### config.mk
export PLATFORM = sky130hd
export DESIGN_NAME = alu_result_uart_tx
export DESIGN_NICKNAME = d
export VERILOG_FILES = /design/src/rtl/alu_result_uart_tx.sv
export SDC_FILE = /design/constraint.sdc
export NUM_CORES = 1
export LEC_CHECK = 0
export BUFFER_PORTS_ARGS = -buffer_cell sky130_fd_sc_hd__buf_2
export CORE_MARGIN = 10
export CORE_UTILIZATION = 45
export CTS_BUF_LIST = sky130_fd_sc_hd__clkbuf_4 sky130_fd_sc_hd__clkbuf_8
export DETAILED_ROUTE_END_ITERATION = 10
export GPL_ROUTABILITY_DRIVEN = 0
export GPL_TIMING_DRIVEN = 0
export PLACE_DENSITY = 0.64
export SLEW_MARGIN = 30
export SYNTH_ARGS = -nofsm -noshare
export SYNTH_HDL_FRONTEND = slang
export SYNTH_SLANG_ARGS = --single-unit
export TNS_END_PERCENT = 100
### constraint.sdc
create_clock -name clk -period 2.5 [get_ports clk]
set_input_delay 0.125 -clock clk [delete_from_list [all_inputs] [get_ports clk]]
set_output_delay 0.125 -clock clk [all_outputs]
set_load 0.03 [all_outputs]
### src/rtl/alu_result_uart_tx.sv
// UART transmitter for a 3-byte ALU result packet {0xA5, result, {4'h0, flags}}, 8N1 framing.
// Define ALU_UART_TX_PARITY_EN to insert an even-parity bit between data and stop (8E1).
module alu_result_uart_tx #(
  parameter int CLK_FREQ  = 100_000_000,
  parameter int BAUD_RATE = 115200
) (
  input  logic       clk,
  input  logic       rst_n,
  input  logic       send,
  input  logic [7:0] result,
  input  logic [3:0] flags,
  output logic       tx,
  output logic       busy,
  output logic       done
);

  localparam int CLKS_PER_BIT = CLK_FREQ / BAUD_RATE;
  localparam int CNT_W = (CLKS_PER_BIT > 2) ? $clog2(CLKS_PER_BIT) : 1;
  localparam logic [CNT_W-1:0] BAUD_LAST = CNT_W'(CLKS_PER_BIT - 1);
  localparam logic [7:0] HEADER = 8'hA5;

  typedef enum logic [2:0] {
    IDLE,
    START,
    DATA,
`ifdef ALU_UART_TX_PARITY_EN
    PARITY,
`endif
    STOP
  } state_t;

  state_t           state_reg, state_next;
  logic [CNT_W-1:0] baud_reg, baud_next;
  logic [2:0]       bit_reg, bit_next;
  logic [1:0]       byte_reg, byte_next;
  logic [7:0]       shift_reg, shift_next;
  logic [7:0]       result_reg, result_next;
  logic [3:0]       flags_reg, flags_next;
  logic             pending_reg, pending_next;
  logic             tx_reg, tx_next;
  logic             busy_reg, busy_next;
  logic             done_reg, done_next;
`ifdef ALU_UART_TX_PARITY_EN
  logic             parity_reg, parity_next;
`endif

  logic       baud_end;
  logic [7:0] next_byte;

  assign baud_end  = (baud_reg == BAUD_LAST);
  assign next_byte = (byte_reg == 2'd0) ? result_reg : {4'h0, flags_reg};

  always_comb begin
    state_next   = state_reg;
    baud_next    = baud_reg;
    bit_next     = bit_reg;
    byte_next    = byte_reg;
    shift_next   = shift_reg;
    result_next  = result_reg;
    flags_next   = flags_reg;
    pending_next = pending_reg;
    tx_next      = tx_reg;
    busy_next    = busy_reg;
    done_next    = 1'b0;
`ifdef ALU_UART_TX_PARITY_EN
    parity_next  = parity_reg;
`endif

    case (state_reg)
      IDLE: begin
        tx_next   = 1'b1;
        busy_next = 1'b0;
        if (send) begin
          result_next  = result;
          flags_next   = flags;
          byte_next    = 2'd0;
          bit_next     = 3'd0;
          baud_next    = '0;
          shift_next   = HEADER;
          pending_next = 1'b1;
          busy_next    = 1'b1;
          state_next   = START;
`ifdef ALU_UART_TX_PARITY_EN
          parity_next  = ^HEADER;
`endif
        end
      end

      START: begin
        // The first start bit of a packet is delayed one cycle after accept.
        if (pending_reg) begin
          pending_next = 1'b0;
          tx_next      = 1'b0;
        end else if (baud_end) begin
          baud_next  = '0;
          tx_next    = shift_reg[0];
          state_next = DATA;
        end else begin
          baud_next = baud_reg + 1'b1;
        end
      end

      DATA: begin
        if (baud_end) begin
          baud_next = '0;
          if (bit_reg == 3'd7) begin
            bit_next = 3'd0;
`ifdef ALU_UART_TX_PARITY_EN
            tx_next    = parity_reg;
            state_next = PARITY;
`else
            tx_next    = 1'b1;
            state_next = STOP;
`endif
          end else begin
            bit_next   = bit_reg + 1'b1;
            shift_next = {1'b0, shift_reg[7:1]};
            tx_next    = shift_reg[1];
          end
        end else begin
          baud_next = baud_reg + 1'b1;
        end
      end

`ifdef ALU_UART_TX_PARITY_EN
      PARITY: begin
        if (baud_end) begin
          baud_next  = '0;
          tx_next    = 1'b1;
          state_next = STOP;
        end else begin
          baud_next = baud_reg + 1'b1;
        end
      end
`endif

      STOP: begin
        if (baud_end) begin
          baud_next = '0;
          if (byte_reg == 2'd2) begin
            tx_next    = 1'b1;
            busy_next  = 1'b0;
            done_next  = 1'b1;
            state_next = IDLE;
          end else begin
            // Next byte starts immediately, no idle gap on the line.
            byte_next  = byte_reg + 1'b1;
            shift_next = next_byte;
            tx_next    = 1'b0;
            state_next = START;
`ifdef ALU_UART_TX_PARITY_EN
            parity_next = ^next_byte;
`endif
          end
        end else begin
          baud_next = baud_reg + 1'b1;
        end
      end

      default: begin
        tx_next    = 1'b1;
        busy_next  = 1'b0;
        state_next = IDLE;
      end
    endcase
  end

  always_ff @(posedge clk) begin
    if (!rst_n) begin
      state_reg   <= IDLE;
      baud_reg    <= '0;
      bit_reg     <= 3'd0;
      byte_reg    <= 2'd0;
      shift_reg   <= 8'h00;
      result_reg  <= 8'h00;
      flags_reg   <= 4'h0;
      pending_reg <= 1'b0;
      tx_reg      <= 1'b1;
      busy_reg    <= 1'b0;
      done_reg    <= 1'b0;
`ifdef ALU_UART_TX_PARITY_EN
      parity_reg  <= 1'b0;
`endif
    end else begin
      state_reg   <= state_next;
      baud_reg    <= baud_next;
      bit_reg     <= bit_next;
      byte_reg    <= byte_next;
      shift_reg   <= shift_next;
      result_reg  <= result_next;
      flags_reg   <= flags_next;
      pending_reg <= pending_next;
      tx_reg      <= tx_next;
      busy_reg    <= busy_next;
      done_reg    <= done_next;
`ifdef ALU_UART_TX_PARITY_EN
      parity_reg  <= parity_next;
`endif
    end
  end

  assign tx   = tx_reg;
  assign busy = busy_reg;
  assign done = done_reg;

endmodule
==> results.txt, run 1 <==
Status - complete, no violations
WL final - 4.99 mm
Slew margin rel. - 60.6%
Largest family of logic cells by synthesized area - simple AND/OR/NAND/NOR gates
CTS buffer count - 5
Drt drc - 0
Critical setup path kind - reg2reg
Clk_lat worst skew - 300 ps
Final hold slack - 54.6 ps
Share of cells above drive strength 1 - 17.3%
Hold Crit Class - in2reg
Worst path most repeated cell - o21ai_1
Slew Limit Fails - 0
Crit-path max FO - 9
CP arrival - 2300 ps
Die height - 89.4 um
Complex-gate fraction of the synthesized area - 19.9%
Initial detailed-routing violation count - 104
Post-synth EDFFs - 0
H-tree lvl count - 2
Post-CTS Setup Inserts - 0
Final hold vios - 0
Number of global-route vias before repair - 1858
M3 GR Usage - 3.56%
Unrepaired setup endpoints after global routing - no
Die Area - 0.00798 mm2
Worst IR drop on VDD - 0.000357 V
Max-cap violation count - 0
WP data required - 2670 ps
CP max-delay cell - o21ai_1
Largest net degree at the start of global routing - 14
CTS tree - yes
Setup Viol. Count Final - 0
Final period utilization - 85.2%
Area Growth Syn to Fin - 11.0%
CP max stage delay - 430 ps
Post-CTS resize count - 0
CP Launch Type - register
Asr flop ratio synth - 0%
Total iterations of the first detailed-routing run - 4
Top-level I/O count - 18
Syn_area_per_cell - 8.73 um2
Power Total - 2300 uW
Mux cell area share after synthesis - 4.39%
Actual slew at the worst max-slew pin - 589 ps
Syn Inst Count - 248
Nets - 296
Cell Rows - 25
Worst path cell trace - inv_1 -> ha_1 -> and2_1 -> clkbuf_1 -> o21ai_1 -> o21ai_1 -> nor2_1
Initial Util - 46.1%
Final min period - 2130 ps
Post-synthesis register bit count - 41
FMAX - 0.469 GHz
First-pass GRT wire length - 8.65 mm
Die X - 89.4 um
Clk root buf - clkbuf_8
Cts hold-fix bufs - 0
Adder-cell area share of the yosys netlist - 5.78%
Max reg flops - 10
Fill cells - 479
Port bufs - 16
Critical Path Sink Type - register
Inserted Diodes - 0
Busiest grt layer - met2
XOR/XNOR share of the synthesized area - 2.02%
Post-DRT Antenna Nets - 0
Vias/cell - 5.67
Clock net sink count - 41
YS warnings - 0
Post-Syn Nets - 273
Clk slew on worst S/H paths - 80 ps
Post-synth cell types - 56
HPWL after detailed placement - 3.68 mm
Synth Flop Type - dfxtp_1
Met1 Use GR - 17.5%
M2 GR Usage - 21.5%
PwrDens - 956 mW/mm2
Sequential share of the synthesized area - 37.9%
Initial antenna violation count - 0
Simple-gate share of the synthesized area - 24.5%
Leakage power - 0.000895 uW
Worst reg-to-reg setup slack - 370 ps
Clock Path Buffers - 2
DR vias - 1849
Worst clock skew - 10.7 ps
Core area - 0.00469 mm2
Global route overflow - 0
Routed wire per std cell - 15.3 um
Mapped cell area - 0.00216 mm2
Total GRT Usage - 13.6%
Setup TNS - 0 ps
[synth_stat cells (all sizes together), types with 4 or more instances]
library cell / instances / area share [%]
nand4: 4 / 1.2
xor2: 5 / 2.0
and2: 4 / 1.2
mux2: 4 / 2.1
mux2i: 5 / 2.3
clkbuf: 8 / 2.3
ha: 10 / 5.8
nor2: 12 / 2.1
nand2: 45 / 7.8
inv: 5 / 0.87
a31oi: 6 / 1.7
nand3: 9 / 2.1
o21ai: 6 / 1.4
nand4b: 4 / 1.6
dfxtp: 41 / 38
nor3: 4 / 1.2
buf: 5 / 2.1
a21oi: 21 / 4.9
[cells in the final DEF, fill, tap and decap left out, types with 3 or more instances in the layout]
| cell | count |
|---|---|
| a21oi_1 | 21 |
| a31oi_1 | 6 |
| a32oi_1 | 3 |
| and2_1 | 4 |
| buf_2 | 17 |
| buf_6 | 3 |
| clkbuf_1 | 6 |
| clkbuf_8 | 7 |
| dfxtp_1 | 41 |
| ha_1 | 10 |
| inv_1 | 5 |
| mux2_2 | 4 |
| mux2i_1 | 5 |
| nand2_1 | 45 |
| nand2b_1 | 3 |
| nand3_1 | 9 |
| nand4_1 | 4 |
| nand4b_1 | 4 |
| nor2_1 | 12 |
| nor3_1 | 3 |
| o2111ai_1 | 3 |
| o21ai_0 | 4 |
| o221a_1 | 3 |
| xor2_1 | 5 |
[cells by family (layout without fill, tap and decap cells)]
logic type / after synthesis / in the layout
buffers and inverters: 19 / 43
flip-flops: 41 / 41
adder cells (fa/ha/maj): 10 / 10
AO/OA/AOI/OAI: 60 / 60
multiplexers: 9 / 9
XOR/XNOR: 5 / 5
AND/OR/NAND/NOR: 104 / 104
[per-layer routing]
metal  part of all wire [%]  wire (um)
met2                     45       2240
met4                    1.2         61
met1                     51       2520
met5                      0          0
met3                    3.2        162
[report_power, final]
| group | switching [uW] | internal (uW) | total [uW] | leakage (uW) |
|---|---|---|---|---|
| logic | 609 | 399 | 1010 | 0.000519 |
| registers | 73.4 | 772 | 845 | 0.000335 |
| clock network | 236 | 208 | 444 | 0.0000408 |
[path summary, 6_finish.rpt]
kind | startpoint | end | cells after the start
worst min register to register | result_reg[0]$_SDFFE_PN0P_ | result_reg[0]$_SDFFE_PN0P_ | 2
worst max-delay path | state_reg[1]$_SDFFE_PN0P_ | baud_reg[3]$_SDFFE_PN0P_ | 7
worst min-delay path | result[7] | result_reg[7]$_SDFFE_PN0P_ | 3
worst max register to register | state_reg[1]$_SDFFE_PN0P_ | baud_reg[3]$_SDFFE_PN0P_ | 7
[critical path: cells and delay by family, from the launching register on]
family | cells | cell delay, ps
AO/OA/AOI/OAI | 2 | 700
adder cells (fa/ha/maj) | 1 | 270
buffers and inverters | 2 | 430
flip-flops | 1 | 350
AND/OR/NAND/NOR | 2 | 250
[area by class of cell]
type / instances / area (um2) / share of cell area (%)
multi-input combinational: 188 / 1220 / 51.0
sequential: 41 / 821 / 34.1
buffer: 13 / 96.3 / 4.01
timing repair buffer: 16 / 80.1 / 3.33
clock buffer: 6 / 76.3 / 3.18
tap: 54 / 67.6 / 2.81
inverter: 6 / 22.5 / 0.937
clock inverter: 2 / 15.0 / 0.625
[through the flow]
step | std cells | area [um2] | worst slack, ps | utilization, %
finish | 326 | 2400 | 369 | 51.2
CTS | 326 | 2400 | 343 | 51.2
global route | 326 | 2400 | 49.3 | 51.2
global placement | 318 | 2310 | 348 | 49.3
floorplan | 248 | 2160 | 716 | -
detailed placement | 318 | 2310 | 361 | 49.3
No activity file was read; power rests on OpenSTA's default activity.
==> run 2: changes to the inputs <==
CORE_ASPECT_RATIO = 0.75   (was default)
CORE_UTILIZATION = 60   (was 45)
PLACE_DENSITY = 0.81   (was 0.64)
TNS_END_PERCENT = default   (was 100)
==> run 2 against run 1 <==
  * Critical path depth unchanged
  * Critical endpoint unchanged
  * Clock power rose by 26%
  * First-iteration DRC count is 51% higher
  * Register-to-register slack worse by 30 ps
  * Design area increased by 0.47%
==> results.txt, run 2 (same netlist as run 1, synthesis figures left out) <==
Post-CTS Setup Inserts - 0 (unchanged)
Power Total - 2430 uW (was 2300 uW)
H-tree lvl count - 2 (unchanged)
HPWL after detailed placement - 3.66 mm (was 3.68 mm)
WL met3 - 318 um (was 162 um)
Total iterations of the first detailed-routing run - 5 (was 4)
Clk slew on worst S/H paths - 80 ps (about the same)
Core area - 0.00338 mm2 (was 0.00469 mm2)
Area Growth Syn to Fin - 11.6% (was 11.0%)
Largest net degree at the start of global routing - 14 (unchanged)
Setup TNS - 0 ps (unchanged)
WP data required - 2680 ps (was 2670 ps)
Routed wire per std cell - 15.9 um (was 15.3 um)
Die Area - 0.00643 mm2 (was 0.00798 mm2)
WL final - 4.95 mm (was 4.99 mm)
Final period utilization - 86.6% (was 85.2%)
Clock net sink count - 41 (unchanged)
Nets - 296 (unchanged)
CTS tree - yes (unchanged)
Most frequent cells in the layout - nand2_1, dfxtp_1, a21oi_1 (unchanged)
PwrDens - 1010 mW/mm2 (was 956 mW/mm2)
Post-Layout Cell Count - 312 (was 326)
Die height - 72.0 um (was 89.4 um)
Unrepaired setup endpoints after global routing - no (unchanged)
Cells after DPL - 304 (was 318)
Slew margin rel. - 59.0% (was 60.6%)
Max-cap violation count - 0 (unchanged)
Leakage power - 0.000912 uW (was 0.000895 uW)
Post-DRT Antenna Nets - 0 (unchanged)
FMAX - 0.462 GHz (was 0.469 GHz)
Global route overflow - 0 (unchanged)
Initial Util - 64.1% (was 46.1%)
Cell Rows - 18 (was 25)
First-pass GRT wire length - 8.49 mm (was 8.65 mm)
Vias/cell - 6.21 (was 5.67)
WL met2 - 2.14 mm (was 2.24 mm)
Total GRT Usage - 16.4% (was 13.6%)
Inserted Diodes - 0 (unchanged)
Clk root buf - clkbuf_8 (unchanged)
Post-CTS resize count - 0 (unchanged)
Port bufs - 16 (unchanged)
Share of cells above drive strength 1 - 17.3% (unchanged)
Hold Crit Class - in2reg (unchanged)
Critical setup path kind - reg2reg (unchanged)
CP arrival - 2340 ps (was 2300 ps)
Setup Viol. Count Final - 0 (unchanged)
Critical Path Sink Type - register (unchanged)
Drt drc - 0 (unchanged)
Clock Path Buffers - 2 (unchanged)
CP Launch Type - register (unchanged)
DR vias - 1936 (was 1849)
Initial antenna violation count - 0 (unchanged)
Post-route design area - 0.00241 mm2 (was 0.00240 mm2)
Die X - 89.4 um (unchanged)
Crit-path max FO - 9 (unchanged)
Top layer in use - met4 (unchanged)
DP Area - 0.00229 mm2 (was 0.00231 mm2)
Final hold slack - 51.0 ps (was 54.6 ps)
Clk_lat worst skew - 300 ps (about the same)
Slew Limit Fails - 0 (unchanged)
Top-level I/O count - 18 (unchanged)
Metal1 wirelength - 2.42 mm (was 2.52 mm)
Cts hold-fix bufs - 0 (unchanged)
Status - complete, no violations (unchanged)
Final hold vios - 0 (unchanged)
Initial detailed-routing violation count - 157 (was 104)
Max reg flops - 10 (unchanged)
Worst IR drop on VDD - 0.000635 V (was 0.000357 V)
Final min period - 2160 ps (was 2130 ps)
Worst clock skew - 5.91 ps (was 10.7 ps)
Most common cell after layout, fill and taps aside - nand2_1 (unchanged)
Number of global-route vias before repair - 1814 (was 1858)
Actual slew at the worst max-slew pin - 612 ps (was 589 ps)
CTS buffer count - 5 (unchanged)
run 2: final timing paths:
kind | start | end | slack, ps | cells after the start
max | state_reg[0]$_SDFFE_PN0P_ | baud_reg[3]$_SDFFE_PN0P_ | 340 | 7
min | result[5] | result_reg[5]$_SDFFE_PN0P_ | 50 | 3
max reg2reg | state_reg[0]$_SDFFE_PN0P_ | baud_reg[3]$_SDFFE_PN0P_ | 340 | 7
min reg2reg | flags_reg[1]$_SDFFE_PN0P_ | flags_reg[1]$_SDFFE_PN0P_ | 460 | 2
run 2: power by group:
part / internal (uW) / total, uW / switching [uW] / leakage [uW]
Sequential: 772 / 850 / 77.4 / 0.000335
Clock: 325 / 560 / 236 / 0.0000574
Combinational: 399 / 1020 / 619 / 0.000519
Total: 1500 / 2430 / 932 / 0.000912
run 2: worst max-delay path: stages (launching register included):
cell	delay, ps
dfxtp_1	340
inv_1	120
ha_1	270
and2_1	160
clkbuf_1	340
o21ai_1	280
o21ai_1	430
nor2_1	100
run 2: metrics by stage:
| step | worst slack [ps] | util, % |
|---|---|---|
| 3_3_place_gp | 419 | 67.9 |
| 5_1_grt | 84.5 | 71.5 |
| 3_5_place_dp | 404 | 67.9 |
| 2_1_floorplan | 716 | - |
| 4_1_cts | 383 | 71.5 |
| 6_report | 336 | 71.5 |
run 2: cell type report:
cell class,instances,area [um2]
plain buffers,13,96.3
clock inverters,2,37.5
clock buffers,6,82.6
inverters,6,22.5
flip-flops and latches,41,821
multi-input cells,188,1220
fillers,264,963
repair buffers,16,80.1
well taps,40,50.0
run 2: metal layers:
layer  up-vias  global-route usage (%)
met2        59                    24.1
met4         0                    6.51
met3         8                    4.13
met1       917                    22.4
li1        952                       -
met5         -                       0
